## src/rtl/gcd_pkg.sv

```systemverilog
// Shared types for the gcd client: FSM states and the default operand pair.
package gcd_pkg;
  localparam int GCD_W = 8;

  typedef enum logic [1:0] {S_IDLE, S_WAIT, S_RESP} state_t;

  typedef struct packed {
    logic [GCD_W-1:0] a;
    logic [GCD_W-1:0] b;
  } pair_t;
endpackage

```

## src/rtl/gcd_client_fifo.sv

```systemverilog
// Operand-pair FIFO: wrapping read/write pointers plus an occupancy count.
module gcd_client_fifo
  import gcd_pkg::*;
#(
  parameter int  DEPTH = 4,
  parameter type T     = pair_t
) (
  input  logic clk,
  input  logic nrst,
  input  logic push,
  input  T     din,
  input  logic pop,
  output T     dout,
  output logic full,
  output logic empty
);
  localparam int AW = $clog2(DEPTH);

  T              mem [DEPTH];
  logic [AW-1:0] wr_ptr;
  logic [AW-1:0] rd_ptr;
  logic [AW:0]   count;
  logic          do_push;
  logic          do_pop;

  assign full    = (count == (AW+1)'(DEPTH));
  assign empty   = (count == '0);
  assign do_push = push && !full;
  assign do_pop  = pop && !empty;
  assign dout    = mem[rd_ptr];

  always_ff @(posedge clk) begin
    if (do_push) mem[wr_ptr] <= din;
  end

  always_ff @(posedge clk or negedge nrst) begin
    if (!nrst) begin
      wr_ptr <= '0;
      rd_ptr <= '0;
      count  <= '0;
    end else begin
      if (do_push) wr_ptr <= wr_ptr + 1'b1;
      if (do_pop)  rd_ptr <= rd_ptr + 1'b1;
      case ({do_push, do_pop})
        2'b10:   count <= count + 1'b1;
        2'b01:   count <= count - 1'b1;
        default: ;
      endcase
    end
  end
endmodule

```

## src/rtl/gcd_client.sv

```systemverilog
// Initiator for the subtractive gcd core; zero operands are answered locally.
// Define GCD_CLIENT_CYCLES_EN to add the res_cycles core-latency output.
module gcd_client
  import gcd_pkg::*;
#(
  parameter int W     = GCD_W,
  parameter int DEPTH = 4
) (
  input  logic         clk,
  input  logic         nrst,
  input  logic         in_valid,
  output logic         in_ready,
  input  logic [W-1:0] in_a,
  input  logic [W-1:0] in_b,
  output logic         res_valid,
  input  logic         res_ready,
  output logic [W-1:0] res_data,
  output logic         core_start,
  output logic [W-1:0] core_ina,
  output logic [W-1:0] core_inb,
  input  logic         core_ready,
  input  logic [W-1:0] core_out
`ifdef GCD_CLIENT_CYCLES_EN
  ,
  output logic [15:0]  res_cycles
`endif
);
  typedef struct packed {
    logic [W-1:0] a;
    logic [W-1:0] b;
  } pair_w_t;

  state_t  state;
  state_t  nxt;
  pair_w_t head;
  pair_w_t din;
  logic    full;
  logic    empty;
  logic    pop;
  logic    zero_op;

  assign din      = '{a: in_a, b: in_b};
  assign in_ready = !full;
  assign zero_op  = (head.a == '0) || (head.b == '0);
  assign core_ina = head.a;
  assign core_inb = head.b;
  assign res_valid = (state == S_RESP);

  gcd_client_fifo #(.DEPTH(DEPTH), .T(pair_w_t)) u_fifo (
    .clk   (clk),
    .nrst  (nrst),
    .push  (in_valid),
    .din   (din),
    .pop   (pop),
    .dout  (head),
    .full  (full),
    .empty (empty)
  );

  always_ff @(posedge clk or negedge nrst) begin
    if (!nrst) state <= S_IDLE;
    else       state <= nxt;
  end

  always_comb begin
    nxt        = state;
    pop        = 1'b0;
    core_start = 1'b0;
    case (state)
      S_IDLE: begin
        if (!empty) begin
          if (zero_op) begin
            pop = 1'b1;
            nxt = S_RESP;
          end else if (core_ready) begin
            core_start = 1'b1;
            pop        = 1'b1;
            nxt        = S_WAIT;
          end
        end
      end
      S_WAIT: if (core_ready) nxt = S_RESP;
      S_RESP: if (res_ready)  nxt = S_IDLE;
      default: nxt = S_IDLE;
    endcase
  end

  // Result register: loaded on entry to RESP, held until the handshake.
  always_ff @(posedge clk or negedge nrst) begin
    if (!nrst) begin
      res_data <= '0;
    end else if (state == S_IDLE && !empty && zero_op) begin
      res_data <= head.a | head.b;
    end else if (state == S_WAIT && core_ready) begin
      res_data <= core_out;
    end
  end

`ifdef GCD_CLIENT_CYCLES_EN
  logic [15:0] cyc_cnt;

  function automatic logic [15:0] sat_inc(input logic [15:0] v);
    return (v == 16'hFFFF) ? v : v + 16'd1;
  endfunction

  // cyc_cnt counts WAIT cycles, including the one in which the core reports ready.
  always_ff @(posedge clk or negedge nrst) begin
    if (!nrst) begin
      cyc_cnt    <= '0;
      res_cycles <= '0;
    end else begin
      if (core_start) cyc_cnt <= 16'd1;
      else if (state == S_WAIT && !core_ready) cyc_cnt <= sat_inc(cyc_cnt);
      if (state == S_IDLE && !empty && zero_op) res_cycles <= '0;
      else if (state == S_WAIT && core_ready) res_cycles <= cyc_cnt;
    end
  end
`endif
endmodule

```

## config.mk

```make
export PLATFORM = sky130hd
export DESIGN_NAME = gcd_client
export DESIGN_NICKNAME = d
export VERILOG_FILES = /design/src/rtl/gcd_pkg.sv /design/src/rtl/gcd_client_fifo.sv /design/src/rtl/gcd_client.sv
export SDC_FILE = /design/constraint.sdc
export NUM_CORES = 1
export LEC_CHECK = 0
export BUFFER_PORTS_ARGS = -buffer_cell sky130_fd_sc_hd__buf_2
export CAP_MARGIN = 20
export CORE_ASPECT_RATIO = 1.75
export CORE_MARGIN = 5
export CORE_UTILIZATION = 55
export CTS_CLUSTER_DIAMETER = 60
export DETAILED_ROUTE_END_ITERATION = 10
export GPL_TIMING_DRIVEN = 0
export PLACE_DENSITY = 0.88
export SLEW_MARGIN = 25
export SYNTH_ARGS = -nofsm -noshare
export SYNTH_HDL_FRONTEND = slang
export SYNTH_SLANG_ARGS = --single-unit
```

## constraint.sdc

```tcl
create_clock -name clk -period 8.6 [get_ports clk]
set_clock_uncertainty 0.1 [all_clocks]
set_input_delay 0.86 -clock clk [delete_from_list [all_inputs] [get_ports clk]]
set_output_delay 0.86 -clock clk [all_outputs]
set_load 0.02 [all_outputs]
```

==> results of run 1 <==
-- flip-flops by register name, indices dropped and copies added, names as in the netlist --
signal / cells
u_fifo.wr_ptr: 2
res_data: 8
u_fifo.mem: 64
state: 2
u_fifo.count: 3
u_fifo.rd_ptr: 2
-- per-layer routing --
layer  up-vias  track usage [%]  part of all wire, %  routed length (um)
li1        821                -                    -                   -
met1       897            18.68                   36                2176
met2        64            29.53                   54                3285
met3        15            5.065                  6.0                 364
met4         0            10.16                  3.3                 201
met5         -                0                    0                   0
-- area by class of cell --
type                    instances  area, um^2
multi-input cells              81       924.6
inverters                       8       30.03
repair buffers                 55       275.3
clock buffers                  10       127.6
clock inverters                 6       67.56
flip-flops and latches         81        2347
fillers                       418        2012
well taps                      78       97.59
plain buffers                   5       43.79
-- logic make-up (layout without fill, tap and decap cells) --
logic type | count (synthesis) | in the layout | synth area share [%]
AND/OR/NAND/NOR | 31 | 31 | 5.573
flip-flops | 81 | 81 | 70.16
AO/OA/AOI/OAI | 5 | 5 | 1.271
XOR/XNOR | 6 | 6 | 1.571
multiplexers | 33 | 33 | 16.75
buffers and inverters | 13 | 84 | 2.206
adder cells (fa/ha/maj) | 6 | 6 | 2.468
-- worst paths after layout --
kind                                                   start                           end
worst max-delay path            u_fifo.rd_ptr[1]$_DFFE_PN0P_                    core_start
max in group asynchronous                               nrst  u_fifo.wr_ptr[1]$_DFFE_PN0P_
min in group clk                 u_fifo.count[2]$_DFFE_PN0P_   u_fifo.count[2]$_DFFE_PN0P_
worst min register to register   u_fifo.count[2]$_DFFE_PN0P_   u_fifo.count[2]$_DFFE_PN0P_
worst max register to register  u_fifo.rd_ptr[1]$_DFFE_PN0P_   u_fifo.count[2]$_DFFE_PN0P_
worst min-delay path                                    nrst       res_data[5]$_DFFE_PN0P_
-- report_power, final --
part / total [mW] / leakage, nW / switching [mW] / internal, mW
Clock: 0.267 / 0.0929 / 0.132 / 0.135
Combinational: 0.574 / 0.652 / 0.351 / 0.223
Sequential: 0.570 / 0.788 / 0.0373 / 0.533
Total: 1.41 / 1.53 / 0.521 / 0.891
-- critical path, cell delays in order (launching register included) --
cell,delay (ps)
dfrtp_1,330
clkbuf_1,370
buf_2,360
mux4_1,430
nor4_2,370
nand2_2,150
and4_2,270
buf_2,160
-- cells in the final DEF, fill, tap and decap left out, types with 2 or more instances in the layout --
cell        count
nand3_1         2
clkinvlp_4      2
nor4_2          4
xnor2_1         2
clkbuf_1        2
clkbuf_8        9
nor2_1         10
nand2_1         3
mux2i_1        17
edfxtp_1       64
nor3_1          2
ha_1            5
mux4_1          8
buf_2          56
dfrtp_1        17
mux4_2          8
or3_1           2
xor2_1          4
and3_1          4
a31oi_1         2
inv_1           8
-- metrics by stage --
stage | std cells | cell area, um^2
2_1_floorplan | 175 | 3346
3_3_place_gp | 308 | 3719
3_5_place_dp | 308 | 3719
4_1_cts | 324 | 3914
5_1_grt | 324 | 3914
6_report | 324 | 3914
==> results.yml, run 1 <==
status:
  status: "finished, final reports clean"
cts:
  numClockSinks: 81
  postCtsHoldBufs: 0
  cts_buffers: 9
  htree_num_levels: 3
  cts_resized: 0
  cts_setup_buffers: 0
  root_buffer: "clkbuf_8"
  cts.path.max_buffers: 2
  clk-insertion-delay-late_ps: 350
  clkSlewWorstSetupHoldPaths_ps: 80
  tritoncts: "done"
place:
  numPortBuffers: 55
  gp_congestion: 0.7372
  pre_cts_ws_ps: 4964
  dpl.hpwl_um: 4442
synth:
  yosys.cell_types.count: 30
  synth_area_leader_cell: "edfxtp_1"
  synth.top_cell.area_share_pct: 57.44
  ys_seq_area_share_pct: 70.16
  yosys_warnings: 0
  synth.avg_cell_area_um2: 19.12
  synth-edff-count: 64
  synth.most_common_cell: "edfxtp_1"
  ys_async_sr_fraction_pct: 20.99
  syn-cell-area_um2: 3346
  ys.flop_type: "edfxtp_1"
  yosys-top-cells-area: "edfxtp_1, dfrtp_1, mux4_1"
  ys_seq_elements: 81
  yosys-top-cells-count: "edfxtp_1, dfrtp_1, mux2i_1"
  syn_inst: 175
  syn-num-nets: 210
critical_path:
  worstPathMaxFanout: 10
  r2r_setup_slack_ps: 5000
  endpoint_kind: "output pin"
  arrival_ps: 2790
  worstSetupPathType: "reg2out"
  cp-start-kind: "flip-flop"
  reg2reg_depth: 12
  required_ps: 7640
floorplanning:
  fp.coreArea_um2: 5926
  boundaryPins: 56
  die-area_um2: 7805
  die_h_um: 113.2
  die_x_um: 68.96
  start_util_pct: 56.46
  num_rows: 37
timing:
  whs_ps: 313.2
  max_freq_mhz: 266.4
  finalMaxSlewViolations: 0
  finalSetupViolCount: 0
  worst_slack_ps: 4847
  period_share_pct: 43.64
  max_slew_margin_pct: 41.49
  rsz0062_at_grt: "false"
  worst_slew_pin_slew_ps: 877.7
  period_needed_ps: 3753
  tns_ps: 0
  finalHoldViolations: 0
routing:
  first_iter_violations: 101
  first_pass_iters: 4
  ant_nets: 0
  vias: 1797
  routedWlPerCell_um: 18.60
  remaining_drc_errors: 0
  routed_wl_um: 6028
  avgViaCountPerCell: 5.546
power_and_ir_drop:
  p_leak_nw: 1.533
  ir_drop_uv: 190.4
  finalPower_mw: 1.411
  power_density_nw_per_um2: 360.6
job:
  drv_cap: 0
grt:
  track_usage_pct: 17.50
  grt_start_max_net_pins: 18
  antenna_found_initial: 0
  grt_pass1_vias: 1943
  grt_pass1_wl_um: 9453
  overflow: 0
layout:
  syn2layout_area_growth_pct: 16.98
  final_nets: 276
  diodes: 0
  drive_gt1_share_pct: 36.18
  final_core_util_pct: 66.05
hold_path:
  hold_path.class: "in2async"
Power figures use the tool's default switching activity.
==> run 2, diff against run 1 <==
--- a/config.mk
+++ b/config.mk
@@ -5,15 +5,16 @@
 export SDC_FILE = /design/constraint.sdc
 export NUM_CORES = 1
 export LEC_CHECK = 0
+export ABC_AREA = 1
 export BUFFER_PORTS_ARGS = -buffer_cell sky130_fd_sc_hd__buf_2
 export CAP_MARGIN = 20
 export CORE_ASPECT_RATIO = 1.75
 export CORE_MARGIN = 5
-export CORE_UTILIZATION = 55
+export CORE_UTILIZATION = 51
 export CTS_CLUSTER_DIAMETER = 60
 export DETAILED_ROUTE_END_ITERATION = 10
 export GPL_TIMING_DRIVEN = 0
-export PLACE_DENSITY = 0.88
+export PLACE_DENSITY = 0.86
 export SLEW_MARGIN = 25
 export SYNTH_ARGS = -nofsm -noshare
 export SYNTH_HDL_FRONTEND = slang
==> constraint.sdc (replaced) <==
create_clock -name clk -period 3 [get_ports clk]
set_clock_uncertainty 0.1 [all_clocks]
set_input_delay 0.3 -clock clk [delete_from_list [all_inputs] [get_ports clk]]
set_output_delay 0.3 -clock clk [all_outputs]
set_load 0.02 [all_outputs]
==> run 2 against run 1 <==
Compared with the run above:
- worst setup slack worse by 4600 ps
- via count up 48%
- first-iteration DRC count up 87%
- final area increased by 11%
- die area increased by 15%
- count of clock-buffer cells in the layout up 3
- global-route usage increased by 1.4 points
- hold slack got worse by 230 ps
- register-to-register slack worse by 4800 ps
==> results.yml, run 2 <==
power_and_ir_drop:
  power_density_nw_per_um2: 1092
  p_leak_nw: 2.024
  ir_drop_uv: 649.6
timing:
  finalHoldViolations: 0
  max_slew_margin_pct: 61.05
  whs_ps: 78.25
  worst_slew_pin_slew_ps: 583.7
  max_freq_mhz: 357.3
  rsz0062_at_grt: "false"
  period_needed_ps: 2799
  tns_ps: 0
  finalSetupViolCount: 0
  finalMaxSlewViolations: 0
  period_share_pct: 93.30
critical_path:
  worstPathMaxFanout: 10
  critPathBufInv: 3
  endpoint: "u_fifo.count[2]$_DFFE_PN0P_"
  required_ps: 3120
  slowest_delay_ps: 380
  r2r_setup_slack_ps: 200
  cp-start-kind: "flip-flop"
  r2r_start: "u_fifo.rd_ptr[0]$_DFFE_PN0P_"
  reg2reg_depth: 17
  crit_top_cell: "nand2_1"
  worst-path-stages: 17
  cp_slowest_cell: "dfrtp_1"
  arrival_ps: 2920
  cp-startpoint: "u_fifo.rd_ptr[0]$_DFFE_PN0P_"
  endpoint_kind: "flip-flop"
  timing.rr.end: "u_fifo.count[2]$_DFFE_PN0P_"
  crit_chain: "buf_6, clkbuf_4, nand2_1, nand3_1, nand2_1, nand2_1, nor2_1, nand2_1, nand2_2, nand2_4, nand2_2, ha_1, inv_1, fa_2, a21oi_2, o21ai_1, xnor2_1"
  crit_family: "simple AND/OR/NAND/NOR gates"
  worstSetupPathType: "reg2reg"
routing:
  remaining_drc_errors: 0
  routedWlPerCell_um: 15.59
  first_pass_iters: 4
  vias: 2652
  routed_wl_um: 7998
  first_iter_violations: 189
  ant_nets: 0
  avgViaCountPerCell: 5.170
floorplanning:
  fp.coreArea_um2: 6907
  die_x_um: 73.71
  die-area_um2: 8954
  boundaryPins: 56
  start_util_pct: 52.45
  num_rows: 40
  die_h_um: 121.5
synth:
  yosys.cell_types.count: 21
  syn_inst: 355
  syn-cell-area_um2: 3622
  yosys-top-cells-area: "edfxtp_1, nand2_1, dfrtp_1"
  ys.flop_type: "edfxtp_1"
  synth_area_leader_cell: "edfxtp_1"
  synth.most_common_cell: "nand2_1"
  ys_async_sr_fraction_pct: 20.99
  yosys-top-cells-count: "nand2_1, edfxtp_1, nand3_1"
  ys_seq_elements: 81
  ys_seq_area_share_pct: 64.80
  synth-edff-count: 64
  yosys_warnings: 0
  synth.avg_cell_area_um2: 10.20
  synth.top_cell.area_share_pct: 53.06
  syn-num-nets: 390
grt:
  track_usage_pct: 18.87
  grt_pass1_vias: 2672
  grt_start_max_net_pins: 18
  overflow: 0
  grt_pass1_wl_um: 12410
  antenna_found_initial: 0
layout:
  final_nets: 461
  regMostFlops: "u_fifo.mem"
  multiInputGateArea_um2: 1017
  seqCellArea_um2: 2347
  diodes: 0
  drive_gt1_share_pct: 22.61
  largest_register_ffs: 64
  fill_cells: 536
  largest_registers: "u_fifo.mem: 64 flops, res_data: 8 flops, u_fifo.count: 3 flops"
  layout_common_cells: "nand2_1, edfxtp_1, nand3_1, buf_2, inv_1"
  layout_commonest_cell: "nand2_1"
  syn2layout_area_growth_pct: 19.79
job:
  drv_cap: 0
cts:
  cts_buffers: 9
  cts.path.max_buffers: 2
  htree_num_levels: 3
  numClockSinks: 81
  clkSlewWorstSetupHoldPaths_ps: 60
  cts_setup_buffers: 0
  root_buffer: "clkbuf_16"
  tritoncts: "done"
  clk-insertion-delay-late_ps: 340
hold_path:
  hold_path.class: "in2reg"
place:
  gp_congestion: 0.8057
  numPortBuffers: 55
  dpl.hpwl_um: 5790
status:
  status: "finished, final reports clean"
run 2: through the flow:
stage | setup slack [ps] | area, um^2 | utilization [%] | power [mW] | std cells
2_1_floorplan | 526.2 | 3622 | - | 3.062 | 355
3_3_place_gp | 216.6 | 4003 | 57.95 | 3.635 | 494
3_5_place_dp | 151.6 | 4061 | 58.80 | 3.773 | 498
4_1_cts | 138.1 | 4317 | 62.50 | 4.714 | 513
5_1_grt | 5.264 | 4339 | 62.83 | 5.022 | 513
6_report | 201.1 | 4339 | 62.83 | 4.737 | 513
run 2: power breakdown:
part           internal, mW  total, mW  switching, mW
sequential             1.52       1.63          0.108
clock                 0.550      0.931          0.381
combinational         0.692       2.18           1.49
total                  2.76       4.74           1.98
run 2: worst min-delay path by stage:
stage / startpoint / end / slack (ps) / depth (start not counted)
floorplan: nrst / res_data[0]$_DFFE_PN0P_ / -100 / 0
global placement: nrst / res_data[1]$_DFFE_PN0P_ / 140 / 1
detailed placement: nrst / res_data[1]$_DFFE_PN0P_ / 140 / 1
CTS: in_b[2] / u_fifo.mem[0][2]$_DFFE_PP_ / 70 / 1
global route: in_b[4] / u_fifo.mem[2][4]$_DFFE_PP_ / 80 / 1
finish: in_b[4] / u_fifo.mem[2][4]$_DFFE_PP_ / 80 / 1
run 2: per-layer routing:
metal  vias to the layer above  global-route usage, %  part of all wire, %
met5                         -                      0                    0
met4                         0                  12.36                  3.5
met3                        18                  4.975                  6.2
met2                        97                  32.50                   54
met1                      1243                  19.35                   36
li1                       1294                      -                    -
run 2: what timing repair did:
item,CTS,global route
endpoints found under the setup margin,0,1
hold buffers,1,0
hold endpoints to repair,17,0
gates resized for setup,0,9
run 2: kinds of logic (layout without fill, tap and decap cells):
kind of cell             after synthesis  after routing  synth area share (%)
AND/OR/NAND/NOR                      199            199                 23.18
flip-flops                            81             81                 64.80
AO/OA/AOI/OAI                          6              6                0.9326
buffers and inverters                 59            133                 7.841
XOR/XNOR                               4              4                0.9674
adder cells (fa/ha/maj)                6              6                 2.280
run 2: layout make-up:
cell class,instances,area share [%]
multi-input combinational,215,23.44
clock inverter,1,0.1153
sequential,81,54.09
clock buffer,13,5.536
inverter,47,4.181
timing repair buffer,60,7.699
buffer,12,2.509
tap,84,2.422
